--- src/rtl/keypad_pkg.sv ---
// Shared constants and types for the 4x4 keypad scanner and its key decoder.
package keypad_pkg;

  localparam logic [3:0] COL0     = 4'b1110;
  localparam logic [3:0] COL1     = 4'b1101;
  localparam logic [3:0] COL2     = 4'b1011;
  localparam logic [3:0] COL3     = 4'b0111;
  localparam logic [3:0] ROW_IDLE = 4'b1111;

  typedef enum logic [1:0] {
    SCAN     = 2'd0,
    PRESS_DB = 2'd1,
    HELD     = 2'd2,
    REL_DB   = 2'd3
  } scan_state_e;

  localparam logic [3:0] KEY_0 = 4'h0;
  localparam logic [3:0] KEY_1 = 4'h1;
  localparam logic [3:0] KEY_2 = 4'h2;
  localparam logic [3:0] KEY_3 = 4'h3;
  localparam logic [3:0] KEY_4 = 4'h4;
  localparam logic [3:0] KEY_5 = 4'h5;
  localparam logic [3:0] KEY_6 = 4'h6;
  localparam logic [3:0] KEY_7 = 4'h7;
  localparam logic [3:0] KEY_8 = 4'h8;
  localparam logic [3:0] KEY_9 = 4'h9;
  localparam logic [3:0] KEY_A = 4'hA;
  localparam logic [3:0] KEY_B = 4'hB;
  localparam logic [3:0] KEY_C = 4'hC;
  localparam logic [3:0] KEY_D = 4'hD;
  localparam logic [3:0] KEY_E = 4'hE;
  localparam logic [3:0] KEY_F = 4'hF;

  // Walks the single low strobe bit upward: 1110 -> 1101 -> 1011 -> 0111 -> 1110.
  function automatic logic [3:0] next_col(input logic [3:0] col);
    return {col[2:0], col[3]};
  endfunction

endpackage

--- src/rtl/keypad_key_map.sv ---
// Combinational decoder from (column strobe, row return) to the printed hex legend.
module keypad_key_map
  import keypad_pkg::*;
(
  input  logic [3:0] col,
  input  logic [3:0] row,
  output logic [3:0] code,
  output logic       hit
);

  logic [1:0] row_idx;
  logic       row_hit;
  logic       col_hit;

  // Lowest active-low row index wins when several rows are pulled down.
  always_comb begin
    row_hit = 1'b1;
    row_idx = 2'd0;
    if (!row[0])      row_idx = 2'd0;
    else if (!row[1]) row_idx = 2'd1;
    else if (!row[2]) row_idx = 2'd2;
    else if (!row[3]) row_idx = 2'd3;
    else              row_hit = 1'b0;
  end

  always_comb begin
    col_hit = 1'b1;
    code    = KEY_0;
    case (col)
      COL0: case (row_idx)
              2'd0: code = KEY_A;
              2'd1: code = KEY_B;
              2'd2: code = KEY_C;
              default: code = KEY_D;
            endcase
      COL1: case (row_idx)
              2'd0: code = KEY_3;
              2'd1: code = KEY_6;
              2'd2: code = KEY_9;
              default: code = KEY_F;
            endcase
      COL2: case (row_idx)
              2'd0: code = KEY_2;
              2'd1: code = KEY_5;
              2'd2: code = KEY_8;
              default: code = KEY_0;
            endcase
      COL3: case (row_idx)
              2'd0: code = KEY_1;
              2'd1: code = KEY_4;
              2'd2: code = KEY_7;
              default: code = KEY_E;
            endcase
      default: col_hit = 1'b0;
    endcase
  end

  assign hit = row_hit & col_hit;

endmodule

--- src/rtl/keypad_scan_ctrl.sv ---
// 4x4 keypad scanner: column strobing, synchronized row sampling, press/release
// debounce, and single-entry valid/ready delivery of each confirmed key.
module keypad_scan_ctrl
  import keypad_pkg::*;
#(
  parameter int SCAN_DIV     = 1000,
  parameter int DEBOUNCE_CNT = 8
) (
  input  logic       clk,
  input  logic       rst,
  input  logic [3:0] row_out,
  output logic [3:0] col_out,
  output logic       key_valid,
  output logic [3:0] key_code,
  input  logic       key_ready,
  output logic       key_held,
  output logic       overflow,
  input  logic       ovf_clr
);

  localparam logic [15:0] TICK_LAST = 16'(SCAN_DIV - 1);
  localparam logic [7:0]  DB_LAST   = 8'(DEBOUNCE_CNT);

  logic [3:0]  sync1_q, sync1_d, sync2_q, sync2_d;
  logic [15:0] tick_cnt_q, tick_cnt_d;
  logic [7:0]  db_cnt_q, db_cnt_d;
  logic [3:0]  cand_row_q, cand_row_d;
  logic [3:0]  col_q, col_d;
  scan_state_e state_q, state_d;
  logic        key_valid_q, key_valid_d;
  logic [3:0]  key_code_q, key_code_d;
  logic        key_held_q, key_held_d;
  logic        overflow_q, overflow_d;

  logic [3:0]  row_s;
  logic        tick;
  logic [7:0]  db_inc;
  logic        confirm;
  logic        drop;
  logic [3:0]  map_code;
  logic        map_hit;

  assign row_s  = sync2_q;
  assign tick   = (tick_cnt_q == TICK_LAST);
  assign db_inc = db_cnt_q + 8'd1;

  keypad_key_map u_key_map (
    .col  (col_q),
    .row  (row_s),
    .code (map_code),
    .hit  (map_hit)
  );

  always_comb begin
    sync1_d     = row_out;
    sync2_d     = sync1_q;
    tick_cnt_d  = tick ? 16'd0 : tick_cnt_q + 16'd1;
    db_cnt_d    = db_cnt_q;
    cand_row_d  = cand_row_q;
    col_d       = col_q;
    state_d     = state_q;
    key_valid_d = key_valid_q;
    key_code_d  = key_code_q;
    key_held_d  = key_held_q;
    overflow_d  = overflow_q;
    confirm     = 1'b0;
    drop        = 1'b0;

    case (state_q)
      SCAN: if (tick) begin
        if (!map_hit) begin
          col_d = next_col(col_q);
        end else begin
          cand_row_d = row_s;
          db_cnt_d   = 8'd1;
          if (DB_LAST == 8'd1) confirm = 1'b1;
          else                 state_d = PRESS_DB;
        end
      end
      PRESS_DB: if (tick) begin
        if (row_s == cand_row_q) begin
          db_cnt_d = db_inc;
          if (db_inc == DB_LAST) confirm = 1'b1;
        end else begin
          state_d = SCAN;
          col_d   = next_col(col_q);
        end
      end
      HELD: if (tick && row_s == ROW_IDLE) begin
        db_cnt_d = 8'd1;
        if (DB_LAST == 8'd1) begin
          key_held_d = 1'b0;
          col_d      = next_col(col_q);
          state_d    = SCAN;
        end else begin
          state_d = REL_DB;
        end
      end
      REL_DB: if (tick) begin
        if (row_s == ROW_IDLE) begin
          db_cnt_d = db_inc;
          if (db_inc == DB_LAST) begin
            key_held_d = 1'b0;
            col_d      = next_col(col_q);
            state_d    = SCAN;
          end
        end else begin
          state_d = HELD;
        end
      end
      default: state_d = SCAN;
    endcase

    if (key_valid_q && key_ready) key_valid_d = 1'b0;

    // A confirmation may reuse the holding register in the same cycle it is drained.
    if (confirm) begin
      state_d    = HELD;
      key_held_d = 1'b1;
      if (!key_valid_q || key_ready) begin
        key_valid_d = 1'b1;
        key_code_d  = map_code;
      end else begin
        drop = 1'b1;
      end
    end

    if (ovf_clr) overflow_d = 1'b0;
    if (drop)    overflow_d = 1'b1;
  end

  always_ff @(posedge clk or negedge rst) begin
    if (!rst) begin
      sync1_q     <= ROW_IDLE;
      sync2_q     <= ROW_IDLE;
      tick_cnt_q  <= 16'd0;
      db_cnt_q    <= 8'd0;
      cand_row_q  <= ROW_IDLE;
      col_q       <= COL0;
      state_q     <= SCAN;
      key_valid_q <= 1'b0;
      key_code_q  <= KEY_0;
      key_held_q  <= 1'b0;
      overflow_q  <= 1'b0;
    end else begin
      sync1_q     <= sync1_d;
      sync2_q     <= sync2_d;
      tick_cnt_q  <= tick_cnt_d;
      db_cnt_q    <= db_cnt_d;
      cand_row_q  <= cand_row_d;
      col_q       <= col_d;
      state_q     <= state_d;
      key_valid_q <= key_valid_d;
      key_code_q  <= key_code_d;
      key_held_q  <= key_held_d;
      overflow_q  <= overflow_d;
    end
  end

  assign col_out   = col_q;
  assign key_valid = key_valid_q;
  assign key_code  = key_code_q;
  assign key_held  = key_held_q;
  assign overflow  = overflow_q;

endmodule

--- config.mk ---
export PLATFORM = sky130hd
export DESIGN_NAME = keypad_scan_ctrl
export DESIGN_NICKNAME = d
export VERILOG_FILES = /design/src/rtl/keypad_pkg.sv /design/src/rtl/keypad_key_map.sv /design/src/rtl/keypad_scan_ctrl.sv
export SDC_FILE = /design/constraint.sdc
export NUM_CORES = 1
export LEC_CHECK = 0
export BUFFER_PORTS_ARGS = -buffer_cell sky130_fd_sc_hd__buf_2
export CAP_MARGIN = 20
export CELL_PAD_IN_SITES_DETAIL_PLACEMENT = 1
export CELL_PAD_IN_SITES_GLOBAL_PLACEMENT = 1
export CORE_MARGIN = 4
export CORE_UTILIZATION = 35
export DETAILED_ROUTE_END_ITERATION = 8
export PLACE_DENSITY_LB_ADDON = 0.1
export RECOVER_POWER = 50
export SYNTH_ARGS = -nofsm -noshare
export SYNTH_HDL_FRONTEND = slang
export SYNTH_SLANG_ARGS = --single-unit
--- constraint.sdc ---
create_clock -name clk -period 3.5 [get_ports clk]
set_input_delay 0.175 -clock clk [delete_from_list [all_inputs] [get_ports clk]]
set_output_delay 0.175 -clock clk [all_outputs]
set_load 0.03 [all_outputs]
# Word-level counts from Yosys, hierarchy flattened
# Cells that the tools add are included.
dict set report classes {
  n_addsub 2
  n_mul 0
  div_mod_pow 0
  order_cmp 0
  n_eq_ne 30
  n_shift 0
  muxes 57
  n_bitwise 1
  n_reduce_logical 19
}
# op count
set ops {}
lappend ops {{$mux W8} 7}
lappend ops {{$pmux W4 S3} 4}
lappend ops {{$pmux W8 S4} 1}
lappend ops {{$mux W4} 7}
lappend ops {{$mux W2} 13}
lappend ops {{$mux W1} 21}
lappend ops {{$ne A2 B2 Y1 const B} 10}
lappend ops {{$ne A3 B3 Y1 const B} 6}
lappend ops {{$add A16 B1 Y16 const B} 1}
lappend ops {{$eq A16 B10 Y1 const B} 1}
lappend ops {{$eq A4 B4 Y1 const B} 4}
lappend ops {{$mux W16} 1}
lappend ops {{$pmux W4 S4} 1}
lappend ops {{$reduce_and A7 Y1} 2}
lappend ops {{$reduce_bool A2 Y1} 5}
lappend ops {{$pmux W3 S3} 1}
lappend ops {{$add A8 B1 Y8 const B} 1}
lappend ops {{$eq A8 B4 Y1 const B} 1}
lappend ops {{$pmux W2 S4} 1}
lappend ops {{$reduce_and A8 Y1} 1}
lappend ops {{$eq A2 B2 Y1 const B} 3}
lappend ops {{$eq A2 B1 Y1 const B} 2}
lappend ops {{$eq A4 B3 Y1 const B} 1}
lappend ops {{$eq A4 B4 Y1} 1}
lappend ops {{11 further kinds} 13}
dict set report word_totals {
  reg_bits 49
  latch_bits 0
  mem_bits_rw 0
  mem_bits_ro 0
  input_bits 8
  output_inout_bits 11
  elab_cells 120
  mem_count 0
}

# Depth between registers and ports, before layout
# Gate-level depths: netlist of run 1.
dict set report logic_depth {
  ltp_word 9
  depth_mapped 7
}

# Modules after synthesis
# From an unflattened synthesis of run 1, not the netlist that was laid out.
dict set report unflattened {
  cells_unflattened 247
  area_unflattened_um2 2616.3
}
# mod instances cells_per_inst area_per_inst_um2 seq_area_each_um2
set by_module_without_submodules {}
lappend by_module_without_submodules {keypad_scan_ctrl 1 204 2331.0 1244.9}
lappend by_module_without_submodules {keypad_key_map 1 43 285.3 0.0}

# Worst setup path after synthesis of run 1
# No wires, ideal clock.
dict set report synth_path {
  kind {register to register}
  startpoint {register sync2_q[0], in the netlist row_s[0]}
  endpoint {register key_code_q[0], in the netlist key_code[0]}
  arrival_ps 2175
  required_ps 3375
  slack_ps 1200
  stages_incl_launch_ff 7
  n_path_buf 1
  synth_period_minus_slack_ps 2300
  cell_sequence {dfstp_2 > clkbuf_1 > xor2_1 > nor4_1 > nand2_1 > nor4b_4 > mux2_2}
}
dict set report synth_via {
  elab_chain_len 5
  word_cells_on_any_way 14
  cone_classes {eq/ne (3); mux (9); reduce/logical (2)}
}
# item line
set synth_rtl {}
lappend synth_rtl {{start, declared} keypad_scan_ctrl.sv:24} ;# logic [3:0] sync1_q, sync1_d, sync2_q, sync2_d;
lappend synth_rtl {{start signal, assigned} keypad_scan_ctrl.sv:147} ;# sync2_q <= sync2_d;
lappend synth_rtl {{parallel branches: the longest is 5 deep, another holds $pmux W4 S3} -}
lappend synth_rtl {{end signal, assigned} keypad_scan_ctrl.sv:154} ;# key_code_q <= key_code_d;
lappend synth_rtl {{end, declared} keypad_scan_ctrl.sv:31} ;# logic [3:0] key_code_q, key_code_d;
# Parallel ways; which one is timed is not known.
# A chain may end at the register's enable or synchronous reset.

# Final worst setup path of run 1
dict set report layout_path {
  startpoint {register db_cnt_q[0]}
  endpoint {register col_q[0], in the netlist col_out[0]}
}
dict set report layout_via {
  elab_chain_len 4
}
# item line
set layout_rtl {}
lappend layout_rtl {{start, declared} keypad_scan_ctrl.sv:26} ;# logic [7:0] db_cnt_q, db_cnt_d;
lappend layout_rtl {{start signal, assigned} keypad_scan_ctrl.sv:149} ;# db_cnt_q <= db_cnt_d;
lappend layout_rtl {{$add A8 B1 Y8} keypad_scan_ctrl.sv:45} ;# assign db_inc = db_cnt_q + 8'd1;
lappend layout_rtl {{$eq A8 B4 Y1} keypad_scan_ctrl.sv:102} ;# if (db_inc == DB_LAST) begin
lappend layout_rtl {{$ne A2 B2 Y1 (no source line)} -}
lappend layout_rtl {{$reduce_and A8 Y1 (no source line)} -}
lappend layout_rtl {{end signal, assigned} keypad_scan_ctrl.sv:151} ;# col_q <= col_d;
lappend layout_rtl {{end, declared} keypad_scan_ctrl.sv:28} ;# logic [3:0] col_q, col_d;
# No other way between the ends.

==> Implementation_results.wiki, run 1 <==
{| class="wikitable"
! Metric !! Value
|-
| Antenna Violating Nets Remaining || 0
|-
| Nets@finish || between 200 and 300
|-
| Peak Freq || ~390 MHz
|-
| Number of inserted filler cells in the final layout || approximately 850
|-
| Slew at the pin with the worst max-slew slack || ~1.4 ns
|-
| Series of cell instances along the critical path || ha_1 > nand3_1 > o31ai_1 > o21ai_1 > a2111oi_4 > mux2_2
|-
| Worst-case clock buffer depth || 2
|-
| FF-to-FF Start || db_cnt_q[0]
|-
| Ys Warns || 0
|-
| Vias per std cell || 5.18
|-
| Max-Slew Margin vs Limit || under 10%
|-
| Largest driver fanout on the critical path || 8
|-
| Sum of overflow across all layers after global routing || 0
|-
| Netlist area before placement || approximately 2600 um^2
|-
| Multi-input logic area || 1320 um^2
|-
| Number of buffers created by CTS || 5
|-
| Multiplexer fraction of the synthesized cell area || under 10%
|-
| Starting density of the core || 36.3%
|-
| Layout-stage area growth over the synthesis result || 12.2%
|-
| Hold Slack || between 0.03 and 0.04 ns
|-
| Die footprint || 9010 um^2
|-
| Proportion of synthesized chip area in sequential cells || about 47%
|-
| Critical Path AT || around 2.8 ns
|-
| Placed Instances || approximately 360
|-
| Final critical-path setup slack || about 0.93 ns
|-
| Remaining design rule violation count || 0
|-
| Maximum ir drop on the vdd rail || 0.000148 V
|-
| Crit path time final || roughly 2.6 ns
|-
| Clock tree from TritonCTS || yes
|-
| Most area-hungry cell type in the Yosys netlist || dfrtp_1
|-
| Wire length on met3 || between 150 and 200 um
|-
| Register bit count reported by yosys || 49
|-
| R2R Path End || col_out[0]
|-
| Pre-CTS worst setup slack || just over 0.9 ns
|-
| Syn Area/Cell || just over 10 um^2
|-
| Clock Tree Root || clkbuf_8
|-
| Overall track demand over capacity in global routing || approximately 14%
|-
| Count of different cell masters after synthesis || 55
|-
| Final Routed Wirelength || between 5000 and 6000 um
|-
| Main combinational cell family by area after synthesis || simple AND/OR/NAND/NOR gates
|-
| Flip-flop cell with the highest count after synthesis || dfrtp_1
|-
| Complex-gate fraction of the synthesized area || roughly 14%
|-
| Proportion of netlist area held by the largest area contributor || about 32%
|-
| Deepest level of the CTS H-tree || 2
|-
| Count of placed standard cells in the final layout, fillers left out || about 380
|-
| Reg2Reg Setup Slack || between 0.9 and 1 ns
|-
| Horizontal die dimension || around 95 um
|-
| Hold Startpoint || ovf_clr
|-
| Destination of the worst hold path || overflow
|-
| First-iteration detailed-routing DRC count || 73
|-
| Max capacitance violation total || 0
|-
| Crit path largest cell delay || 0.53 ns
|-
| Number of flops mapped to enable cells by yosys || 0
|-
| Path depth of the worst reg2reg path || 6
|-
| Metal-1 WL || 2950 um
|-
| Count of vias placed by the detailed router || 1,953
|-
| Insertion delay to the later sink of the worst-skew pair || just over 0.3 ns
|-
| Hold violation count in the final report || 0
|-
| Share of post-route cells with drive strength above 1 || 20.5%
|-
| Post-Syn Instances || between 200 and 300
|-
| Fraction of registers with async set or reset after synthesis || 100%
|-
| CP startpoint kind || flip-flop
|-
| Die Span Y || around 95 um
|-
| Cell with the most instances after synthesis || dfrtp_1
|-
| Number of instances on the worst hold path || 2
|-
| Maximum number of pins on one net before global-route repair || 26
|-
| Net count of the mapped netlist || about 270
|-
| Final weighted congestion in routability-driven placement || around 0.74
|-
| Initial antenna violation count || 0
|-
| Setup CP Type || reg2reg
|-
| Vias in the first global route || roughly 2,100
|-
| Detailed route wirelength on metal2 || between 2000 and 3000 um
|-
| Fraction of the mapped netlist area in adder cells || between 1 and 1.5%
|-
| Leakage Power || about 1.2 nW
|-
| Final period utilization || roughly three quarters
|-
| Class of the worst hold path || in2reg
|-
| Floorplan row count || 31
|-
| Standard cell with the maximum stage delay on the critical path || a2111oi_4
|-
| Sequential cell area || ~1200 um^2
|-
| Fraction of the mapped netlist area in simple logic gates || about 22%
|-
| PwrDens || 330 nW/um^2
|-
| Max Transition Viols Final || 0
|-
| Inserted Diodes || 0
|-
| Post-CTS Setup Repair Bufs || 0
|-
| Global-route wire length before repair || about 10,000 um
|-
| Highest metal used || met4
|-
| Half-perimeter wire length after placement || 4190 um
|-
| Clock net sink count || slightly below 50
|-
| Pre-Repair DR Iteration Count || 4
|-
| Synth top cells by count || dfrtp_1 (34), nand2_1 (27), nor2_1 (16)
|-
| Run status || completed
|-
| Total negative setup slack || 0 ns
|-
| WP data required || 3.71 ns
|-
| Total I/O pin count || 19
|-
| Endpoints failing setup || 0
|-
| Top cells by area in the synthesized netlist || dfrtp_1 (32%), dfstp_2 (15%), mux2_2 (4.7%), xor2_1 (4.6%), nand2_1 (3.8%)
|-
| Element type at the critical path end || flip-flop
|-
| XOR/XNOR share of the synthesized area || approximately 7%
|-
| I/O Buffers || 18
|-
| Post-DR wirelength/cell || roughly 16 um
|-
| Clock skew || 0.0107 ns
|-
| Clock-pin transition on the worst setup and hold timing paths || about 0.11 ns
|-
| Setup repair after global routing missed its margin || no
|-
| Core area || 7290 um^2
|}
[how the worst max path moves through the flow]
stage | from | endpoint | cells past startpoint | slack [ns]
finish | db_cnt_q[0] | col_out[0] | 6 | 0.93
floorplan | row_s[0] | key_code[0] | 6 | 1.20
global route | db_cnt_q[0] | col_out[0] | 6 | 0.73
detailed placement | db_cnt_q[0] | col_out[0] | 6 | 0.92
CTS | db_cnt_q[0] | col_out[0] | 6 | 0.91
global placement | db_cnt_q[0] | col_out[0] | 6 | 0.95
[area by class of cell]
| cell class | count | area share [%] |
|---|---|---|
| multi-input combinational | 187 | 44.6 |
| sequential | 49 | 42.0 |
| timing repair buffer | 25 | 4.85 |
| tap | 99 | 4.18 |
| clock buffer | 5 | 2.32 |
| inverter | 9 | 1.14 |
| clock inverter | 3 | 0.970 |
[worst max-delay path, delay by kind of cell, from the launching register on]
kind / cells / cell delay, ns
multiplexers: 1 / 0.38
adder cells (fa/ha/maj): 1 / 0.30
flip-flops: 1 / 0.48
AO/OA/AOI/OAI: 3 / 1.11
AND/OR/NAND/NOR: 1 / 0.20
[metrics by stage]
stage / power [mW] / util [%] / cell area (um^2)
after floorplan: 0.598 / - / 2640
after global placement: 0.617 / 38.8 / 2830
after detailed placement: 0.617 / 38.8 / 2830
after CTS: 0.993 / 40.8 / 2980
after global routing: 1.02 / 40.7 / 2970
final: 0.978 / 40.7 / 2970
[per-layer routing]
layer,vias up,GRT usage (%)
met5,-,0
met4,0,3.97
met3,5,2.15
met2,27,22.7
met1,962,20.8
li1,959,-
[cell usage in the layout, fill, tap and decap left out, types with 3 or more instances in the layout]
| cell | instances |
|---|---|
| o211ai_1 | 4 |
| inv_1 | 8 |
| nand4b_1 | 3 |
| xnor2_1 | 7 |
| dlygate4sd3_1 | 5 |
| nor4_1 | 3 |
| buf_2 | 9 |
| o22a_1 | 7 |
| nand3_1 | 11 |
| o21ai_0 | 14 |
| clkbuf_1 | 9 |
| dfrtp_1 | 34 |
| nand2_1 | 27 |
| xor2_1 | 14 |
| nor2b_1 | 3 |
| nor2_1 | 16 |
| and4_1 | 5 |
| nand4_1 | 5 |
| and2_1 | 3 |
| mux2_2 | 11 |
| nor3_1 | 4 |
| clkbuf_8 | 5 |
| a21boi_0 | 3 |
| ha_1 | 3 |
| dfstp_2 | 15 |
| nand2b_1 | 6 |
[sequential cells by signal, indices dropped and copies added, names as in the netlist]
name and count:
cand_row_q 4, key_valid 1, overflow 1, tick_cnt_q 16, row_s 4, key_held 1, col_out 4, state_q 2
db_cnt_q 8, sync1_q 4, key_code 4
[power breakdown]
group / total (mW) / internal, mW / switching (mW)
clock network: 0.368 / 0.150 / 0.218
registers: 0.580 / 0.575 / 0.00544
logic: 0.0296 / 0.0111 / 0.0185
[logic make-up after synthesis]
group	count (synthesis)
buf+inv	20
simple gates	101
flops	49
xor+xnor	21
compound gates	49
mux	13
fa+ha+maj	3
[what timing repair did]
item	4_1_cts	5_1_grt
hold buffers	5	0
resized for setup	0	0
endpoints found under the hold margin	26	0
Note: power is estimated with default switching activity, not from simulation.
==> inputs of run 2 (changes only) <==
ABC_AREA = 1   (was unset)
clock period = 2.6 ns   (was 3.5 ns; I/O delays follow)
==> run 2 against run 1 <==
- sequential share of layout area decreased by 1.2 points
- combinational power is 54% higher
- sequential power increased by 34%
- synthesized area up 0.66%
- worst hold slack improved by 0.11 ns
- wire length is 4.4% higher
- global-route usage is 0.89 points higher
- cell area grew 3.0%
- critical path depth is 6 higher
- clock skew fell by 0.0037 ns
- critical path type unchanged
==> Implementation_results.wiki, run 2 <==
{| class="wikitable"
! Metric !! Value
|-
| Maximum ir drop on the vdd rail || 0.000203 V (+37%)
|-
| Sequential cell area || 1240 um^2 (unchanged)
|-
| Top Registers || tick_cnt_q: 16 flops, db_cnt_q: 8 flops
|-
| Horizontal die dimension || 95.2 um (+0.31%)
|-
| Worst-case clock buffer depth || 2 (unchanged)
|-
| Number of buffers created by CTS || 5 (unchanged)
|-
| Max capacitance violation total || 0 (unchanged)
|-
| Series of cell instances along the critical path || ha_1 > nand2_1 > inv_1 > nand3_1 > nor2_1 > nand3_1 > clkinv_2 > o21ai_2 > nor3_4 > nand2_2 > nand2_1 > o21ai_2
|-
| P_sw || 0.327 mW (+35%)
|-
| Number of inserted filler cells in the final layout || 904 (+5.9%)
|-
| Class of the worst hold path || in2reg
|-
| Post-layout util || 41.6% (+0.98 points)
|-
| Total I/O pin count || 19 (unchanged)
|-
| Starting density of the core || 36.3% (+0.047 points)
|-
| Slew at the pin with the worst max-slew slack || 1.41 ns (-0.00967 ns)
|-
| Insertion delay to the later sink of the worst-skew pair || 0.32 ns (about the same)
|-
| Post-CTS Resized || 0 (unchanged)
|-
| Critical Path AT || 2.16 ns (-0.62 ns)
|-
| Final critical-path setup slack || 0.641 ns (-0.289 ns)
|-
| Top register by number of flip-flops || tick_cnt_q
|-
| Hold Slack || 0.145 ns (+0.107 ns)
|-
| Die footprint || 9060 um^2 (+0.61%)
|-
| Multi-input logic area || 1210 um^2 (-8.2%)
|-
| Deepest level of the CTS H-tree || 2 (unchanged)
|-
| Clock Tree Root || clkbuf_8
|-
| Total negative setup slack || 0 ns (unchanged)
|-
| Final period utilization || 75.3% (+1.9 points)
|-
| Internal Power || 0.990 mW (+34%)
|-
| Crit path time final || 1.96 ns (-0.611 ns)
|-
| Power share of the combinational group || 3.5% (+0.5 points)
|-
| Clock tree from TritonCTS || yes
|-
| Element type at the critical path end || flip-flop
|-
| Pre-CTS worst setup slack || 0.611 ns (-0.312 ns)
|-
| Endpoints failing setup || 0 (unchanged)
|-
| Hold violation count in the final report || 0 (unchanged)
|-
| Standard cell with the maximum stage delay on the critical path || dfrtp_1
|-
| Netlist area before placement || 2660 um^2 (+0.66%)
|-
| Fraction of registers with async set or reset after synthesis || 100% (unchanged)
|-
| Clock share of power || 37.4% (-0.2 points)
|-
| Post-Syn Instances || 333 (+30%)
|-
| Maximum number of pins on one net before global-route repair || 45 (+73%)
|-
| Initial antenna violation count || 0 (unchanged)
|-
| First-iteration detailed-routing DRC count || 42 (-42%)
|-
| Inserted Diodes || 0 (unchanged)
|-
| Crit path largest cell delay || 0.39 ns (-0.14 ns)
|-
| Sum of overflow across all layers after global routing || 0 (unchanged)
|-
| Pre-Repair DR Iteration Count || 4 (unchanged)
|-
| Die Span Y || 95.2 um (+0.31%)
|-
| Overall track demand over capacity in global routing || 15.4% (+0.89 points)
|-
| CP startpoint kind || flip-flop
|-
| Placement-stage cell area || 2880 um^2 (+1.9%)
|-
| Count of different cell masters after synthesis || 38 (-31%)
|-
| Switching power share of the total || 24.9% (+0.10 points)
|-
| Setup CP Type || reg2reg
|-
| Final Routed Wirelength || 6130 um (+4.4%)
|-
| Nets@finish || 377 (+31%)
|-
| Vias per std cell || 4.73 (-8.8%)
|-
| Number of flip-flops in the largest register || 16 (unchanged)
|-
| PwrDens || 431 nW/um^2 (+31%)
|-
| Half-perimeter wire length after placement || 4670 um (+11%)
|-
| Setup repair after global routing missed its margin || no
|-
| Proportion of netlist area held by the largest area contributor || 32.0% (-0.21 points)
|-
| Final non-filler cell area || 3050 um^2 (+3.0%)
|-
| Sequential fraction of design power || 59.2% (about the same)
|-
| WP data required || 2.80 ns (-0.91 ns)
|-
| Clock net sink count || 49 (unchanged)
|-
| Max-Slew Margin vs Limit || 5.81% (+0.64 points)
|-
| Count of vias placed by the detailed router || 2,202 (+13%)
|-
| Layout-stage area growth over the synthesis result || 14.7%
|-
| Run status || completed
|-
| Share of post-route cells with drive strength above 1 || 20.7% (+0.20 points)
|-
| Synth top cells by count || nand2_1 (98), inv_1 (44), dfrtp_1 (34)
|-
| Largest driver fanout on the critical path || 15 (+7)
|-
| Remaining design rule violation count || 0 (unchanged)
|-
| Top cells by area in the synthesized netlist || dfrtp_1 (32%), dfstp_2 (15%), nand2_1 (14%), inv_1 (6.2%), nor2_1 (4.7%)
|-
| Pwr Total || 1.32 mW (+35%)
|-
| Antenna Violating Nets Remaining || 0 (unchanged)
|-
| Leakage Power || 1.49 nW (+28%)
|-
| Floorplan row count || 31 (unchanged)
|-
| Ys Warns || 0 (unchanged)
|-
| Count of placed standard cells in the final layout, fillers left out || 466 (+24%)
|-
| Peak Freq || 511 MHz (+31%)
|-
| Leading cell type in the layout, fill and taps excluded || nand2_1
|-
| Global-route wire length before repair || 11,000 um (+6.0%)
|-
| Register bit count reported by yosys || 49 (unchanged)
|-
| Post-DR wirelength/cell || 13.2 um (-16%)
|-
| Max Transition Viols Final || 0 (unchanged)
|-
| Placed Instances || 451 (+24%)
|-
| Most area-hungry cell type in the Yosys netlist || dfrtp_1
|-
| Syn Area/Cell || 7.99 um^2 (-23%)
|-
| Proportion of synthesized chip area in sequential cells || 46.8% (-0.31 points)
|-
| Flip-flop cell with the highest count after synthesis || dfrtp_1
|-
| Number of flops mapped to enable cells by yosys || 0 (unchanged)
|-
| Final weighted congestion in routability-driven placement || 0.758 (+1.8%)
|-
| Clock skew || 0.00693 ns (-0.00374 ns)
|-
| Commonest cells after routing, fill and taps aside || nand2_1 (98), inv_1 (44), dfrtp_1 (34)
|-
| I/O Buffers || 18 (unchanged)
|-
| Net count of the mapped netlist || 344 (+29%)
|-
| Core area || 7330 um^2 (+0.53%)
|-
| Vias in the first global route || 2,347 (+13%)
|-
| Clock-pin transition on the worst setup and hold timing paths || 0.10 ns (about the same)
|-
| Cell with the most instances after synthesis || nand2_1
|}
run 2: cell types whose count changed after synthesis, sizes merged, moves of 7 or more:
cell / previous run / this run
xor2: 14 / 7
mux2: 11 / 0
nand2: 27 / 104
nor2: 16 / 40
nand3: 11 / 23
clkbuf: 9 / 0
inv: 9 / 46
o22a: 7 / 0
run 2: metal layers:
layer | GRT usage, % | routed length [um] | up-vias | part of all wire, %
li1 | - | - | 1125 | -
met1 | 20.8 | 3100 | 1056 | 51
met2 | 24.5 | 2810 | 13 | 46
met3 | 2.68 | 110 | 8 | 1.8
met4 | 5.65 | 104 | 0 | 1.7
met5 | 0 | 0 | - | 0
run 2: worst paths after layout:
kind / from / end / slack [ns] / cells after the start
worst max-delay path: tick_cnt_q[0] / db_cnt_q[1] / 0.64 / 12
worst max register to register: tick_cnt_q[0] / db_cnt_q[1] / 0.64 / 12
max in group asynchronous: rst / sync1_q[3] / 1.04 / 3
worst min register to register: sync1_q[0] / row_s[0] / 0.36 / 0
min in group asynchronous: rst / tick_cnt_q[11] / 0.66 / 2
worst min-delay path: key_ready / key_valid / 0.14 / 4
run 2: logic make-up (layout without fill, tap and decap cells):
family / count (synthesis) / after routing / share of synthesized area [%]
buf+inv: 51 / 85 / 7.66
flops: 49 / 49 / 46.8
compound gates: 37 / 37 / 9.17
xor+xnor: 8 / 8 / 2.63
simple gates: 185 / 185 / 32.3
fa+ha+maj: 3 / 3 / 1.41
run 2: worst max-delay path: cells and delay by family, from the launching register on:
family	cells	cell delay (ns)
AND/OR/NAND/NOR	7	0.92
flip-flops	1	0.39
buffers and inverters	2	0.22
adder cells (fa/ha/maj)	1	0.18
AO/OA/AOI/OAI	2	0.14
run 2: area by class of cell:
class	count	area share (%)
flip-flops and latches	49	40.8
multi-input cells	233	39.7
repair buffers	28	6.27
inverters	49	6.15
well taps	99	4.06
clock buffers	5	2.25
clock inverters	3	0.779
run 2: repair_timing:
action                                 CTS  global route
buffers inserted                         0             0
setup endpoints to repair                0             0
endpoints found under the hold margin    5            12
hold buffers                             5             1
run 2: power by group through the flow:
stage | registers (mW) | clock network (mW) | logic [mW]
after floorplan | 0.792 | 0 | 0.00975
after global placement | 0.793 | 0 | 0.0354
after detailed placement | 0.793 | 0 | 0.0366
after CTS | 0.779 | 0.512 | 0.0422
after global routing | 0.780 | 0.540 | 0.0522
final | 0.779 | 0.492 | 0.0455
==> inputs of run 3 (changes only) <==
ABC_AREA = 0   (was 1)
clock period = 1.95 ns   (was 2.6 ns; I/O delays follow)
==> run 3 against run 2 <==
- the flow now finishes with violations (negative setup slack)
- clock power grew 49%
- fmax shrank 18%
- cell area grew 21%
==> Implementation_results.wiki, run 3 (synthesis gave the netlist of run 1 again) <==
{| class="wikitable"
! Metric !! Value
|-
| Run status || finished, violations left
|-
| Violated checks || negative setup slack
|-
| Count of vias placed by the detailed router || 2,287 (+3.9%)
|-
| Die footprint || 9010 um^2 (-0.61%)
|-
| Number of flip-flops in the largest register || 16 (unchanged)
|-
| PwrDens || 498 nW/um^2 (+15%)
|-
| Final Routed Wirelength || 7010 um (+14%)
|-
| Clock net sink count || 49 (unchanged)
|-
| Die Span Y || 94.9 um (-0.30%)
|-
| Worst-case clock buffer depth || 2 (unchanged)
|-
| Insertion delay to the later sink of the worst-skew pair || 0.30 ns (-0.02 ns)
|-
| Pre-Repair DR Iteration Count || 4 (unchanged)
|-
| Starting density of the core || 36.3% (-0.047 points)
|-
| Floorplan row count || 31 (unchanged)
|-
| Leakage Power || 1.61 nW (+8.2%)
|-
| Leading cell type in the layout, fill and taps excluded || buf_4
|-
| Placed Instances || 427 (-5.3%)
|-
| Hold Slack || 0.129 ns (-0.0156 ns)
|-
| CP startpoint kind || flip-flop
|-
| Clock skew || 0.00597 ns (-0.000966 ns)
|-
| Top register by number of flip-flops || tick_cnt_q
|-
| Overall track demand over capacity in global routing || 17.2% (+1.8 points)
|-
| Number of buffers created by CTS || 5 (unchanged)
|-
| Critical Path AT || 2.58 ns (+0.42 ns)
|-
| Initial antenna violation count || 0 (unchanged)
|-
| Sum of overflow across all layers after global routing || 0 (unchanged)
|-
| First-iteration detailed-routing DRC count || 98 (+130%)
|-
| Inserted Diodes || 0 (unchanged)
|-
| Commonest cells after routing, fill and taps aside || buf_4 (69), dfrtp_1 (34), nand2_1 (25)
|-
| Clock tree from TritonCTS || yes
|-
| Final weighted congestion in routability-driven placement || 0.802 (+5.8%)
|-
| Vias per std cell || 5.09 (+7.8%)
|-
| Antenna Violating Nets Remaining || 0 (unchanged)
|-
| Largest driver fanout on the critical path || 4 (-11)
|-
| Maximum ir drop on the vdd rail || 0.000251 V (+24%)
|-
| Remaining design rule violation count || 0 (unchanged)
|-
| Nets@finish || 360 (-4.5%)
|-
| WP data required || 2.14 ns (-0.66 ns)
|-
| Core area || 7290 um^2 (-0.53%)
|-
| Horizontal die dimension || 94.9 um (-0.30%)
|-
| Max-Slew Margin vs Limit || 20.9% (+15 points)
|-
| Peak Freq || 419 MHz (-18%)
|-
| Layout-stage area growth over the synthesis result || 40.3%
|-
| Vias in the first global route || 2,437 (+3.8%)
|-
| Crit path time final || 2.39 ns (+0.430 ns)
|-
| Max Transition Viols Final || 0 (unchanged)
|-
| Maximum number of pins on one net before global-route repair || 30 (-33%)
|-
| Half-perimeter wire length after placement || 5070 um (+8.5%)
|-
| Deepest level of the CTS H-tree || 2 (unchanged)
|-
| Setup CP Type || reg2reg
|-
| Total I/O pin count || 19 (unchanged)
|-
| I/O Buffers || 18 (unchanged)
|-
| Clock-pin transition on the worst setup and hold timing paths || 0.09 ns (about the same)
|-
| Count of placed standard cells in the final layout, fillers left out || 449 (-3.6%)
|-
| Share of post-route cells with drive strength above 1 || 43.1% (+22 points)
|-
| Number of inserted filler cells in the final layout || 841 (-7.0%)
|-
| Top Registers || tick_cnt_q: 16 flops, db_cnt_q: 8 flops
|-
| Final critical-path setup slack || -0.438 ns (-1.08 ns)
|-
| Class of the worst hold path || in2reg
|-
| Max capacitance violation total || 0 (unchanged)
|-
| Post-DR wirelength/cell || 15.6 um (+19%)
|-
| Clock Tree Root || clkbuf_8
|-
| Hold violation count in the final report || 0 (unchanged)
|-
| Slew at the pin with the worst max-slew slack || 1.19 ns (-0.227 ns)
|-
| Global-route wire length before repair || 12,200 um (+10%)
|-
| Element type at the critical path end || flip-flop
|-
| Final period utilization || 122% (+47 points)
|-
| Setup repair after global routing missed its margin || yes
|-
| Endpoints failing setup || 25 (+25)
|}
==> run 3: per-stage QoR <==
step | instance area, um^2 | worst slack, ns | total power [mW] | utilization, % | TNS, ns
global placement | 3360 | -0.350 | 1.13 | 46.1 | -7.04
detailed placement | 3360 | -0.391 | 1.13 | 46.1 | -7.91
finish | 3710 | -0.438 | 1.85 | 50.9 | -8.39
floorplan | 2700 | -0.287 | 1.07 | - | -3.73
CTS | 3680 | -0.380 | 1.88 | 50.5 | -7.70
global route | 3710 | -0.479 | 1.93 | 50.9 | -10.78
==> run 3: worst paths after layout <==
path | startpoint | to | slack (ns) | cells past startpoint
hold reg to reg | sync1_q[2] | row_s[2] | 0.36 | 0
max in group asynchronous | rst | sync1_q[1] | 0.26 | 3
setup reg to reg | tick_cnt_q[15] | col_out[0] | -0.44 | 7
setup / recovery | tick_cnt_q[15] | col_out[0] | -0.44 | 7
hold / removal | key_ready | key_valid | 0.13 | 3
min in group asynchronous | rst | key_code[3] | 0.55 | 2
==> run 3: what timing repair did <==
item / in CTS / in global routing
endpoints found under the setup margin: 25 / 25
buffers inserted: 7 / 1
resized for setup: 26 / 5
hold buffers: 6 / 0
pin swaps: 7 / 5
hold endpoints to repair: 23 / 0
==> run 3: power breakdown <==
| part | internal [mW] | switching [mW] | leakage (nW) | total, mW |
|---|---|---|---|---|
| Combinational | 0.0328 | 0.0442 | 0.945 | 0.0770 |
| Sequential | 1.03 | 0.00342 | 0.612 | 1.03 |
| Clock | 0.386 | 0.350 | 0.0554 | 0.735 |
| Total | 1.45 | 0.397 | 1.61 | 1.85 |
==> run 3: critical path, cell delays in order (launching register included) <==
cell and delay [ns]:
dfrtp_1 0.39, or4_4 0.55, nor4_4 0.35, buf_4 0.21, inv_6 0.05, a2111oi_4 0.21, buf_4 0.22, mux2_4 0.30
==> run 3: final cells by class <==
class,instances,area [um^2],area share [%]
multi-input combinational,187,1470,39.7
timing repair buffer,97,717,19.3
sequential,49,1240,33.6
clock inverter,2,38.8,1.05
inverter,9,38.8,1.05
tap,99,124,3.34
clock buffer,6,72.6,1.96
==> run 3: per-layer routing <==
metal / vias to the layer above / share of wire [%] / global-route usage, %
li1: 1111 / - / -
met1: 1139 / 46 / 22.7
met5: - / 0 / 0
met3: 9 / 2.5 / 2.47
met4: 0 / 1.3 / 4.93
met2: 28 / 50 / 29.1
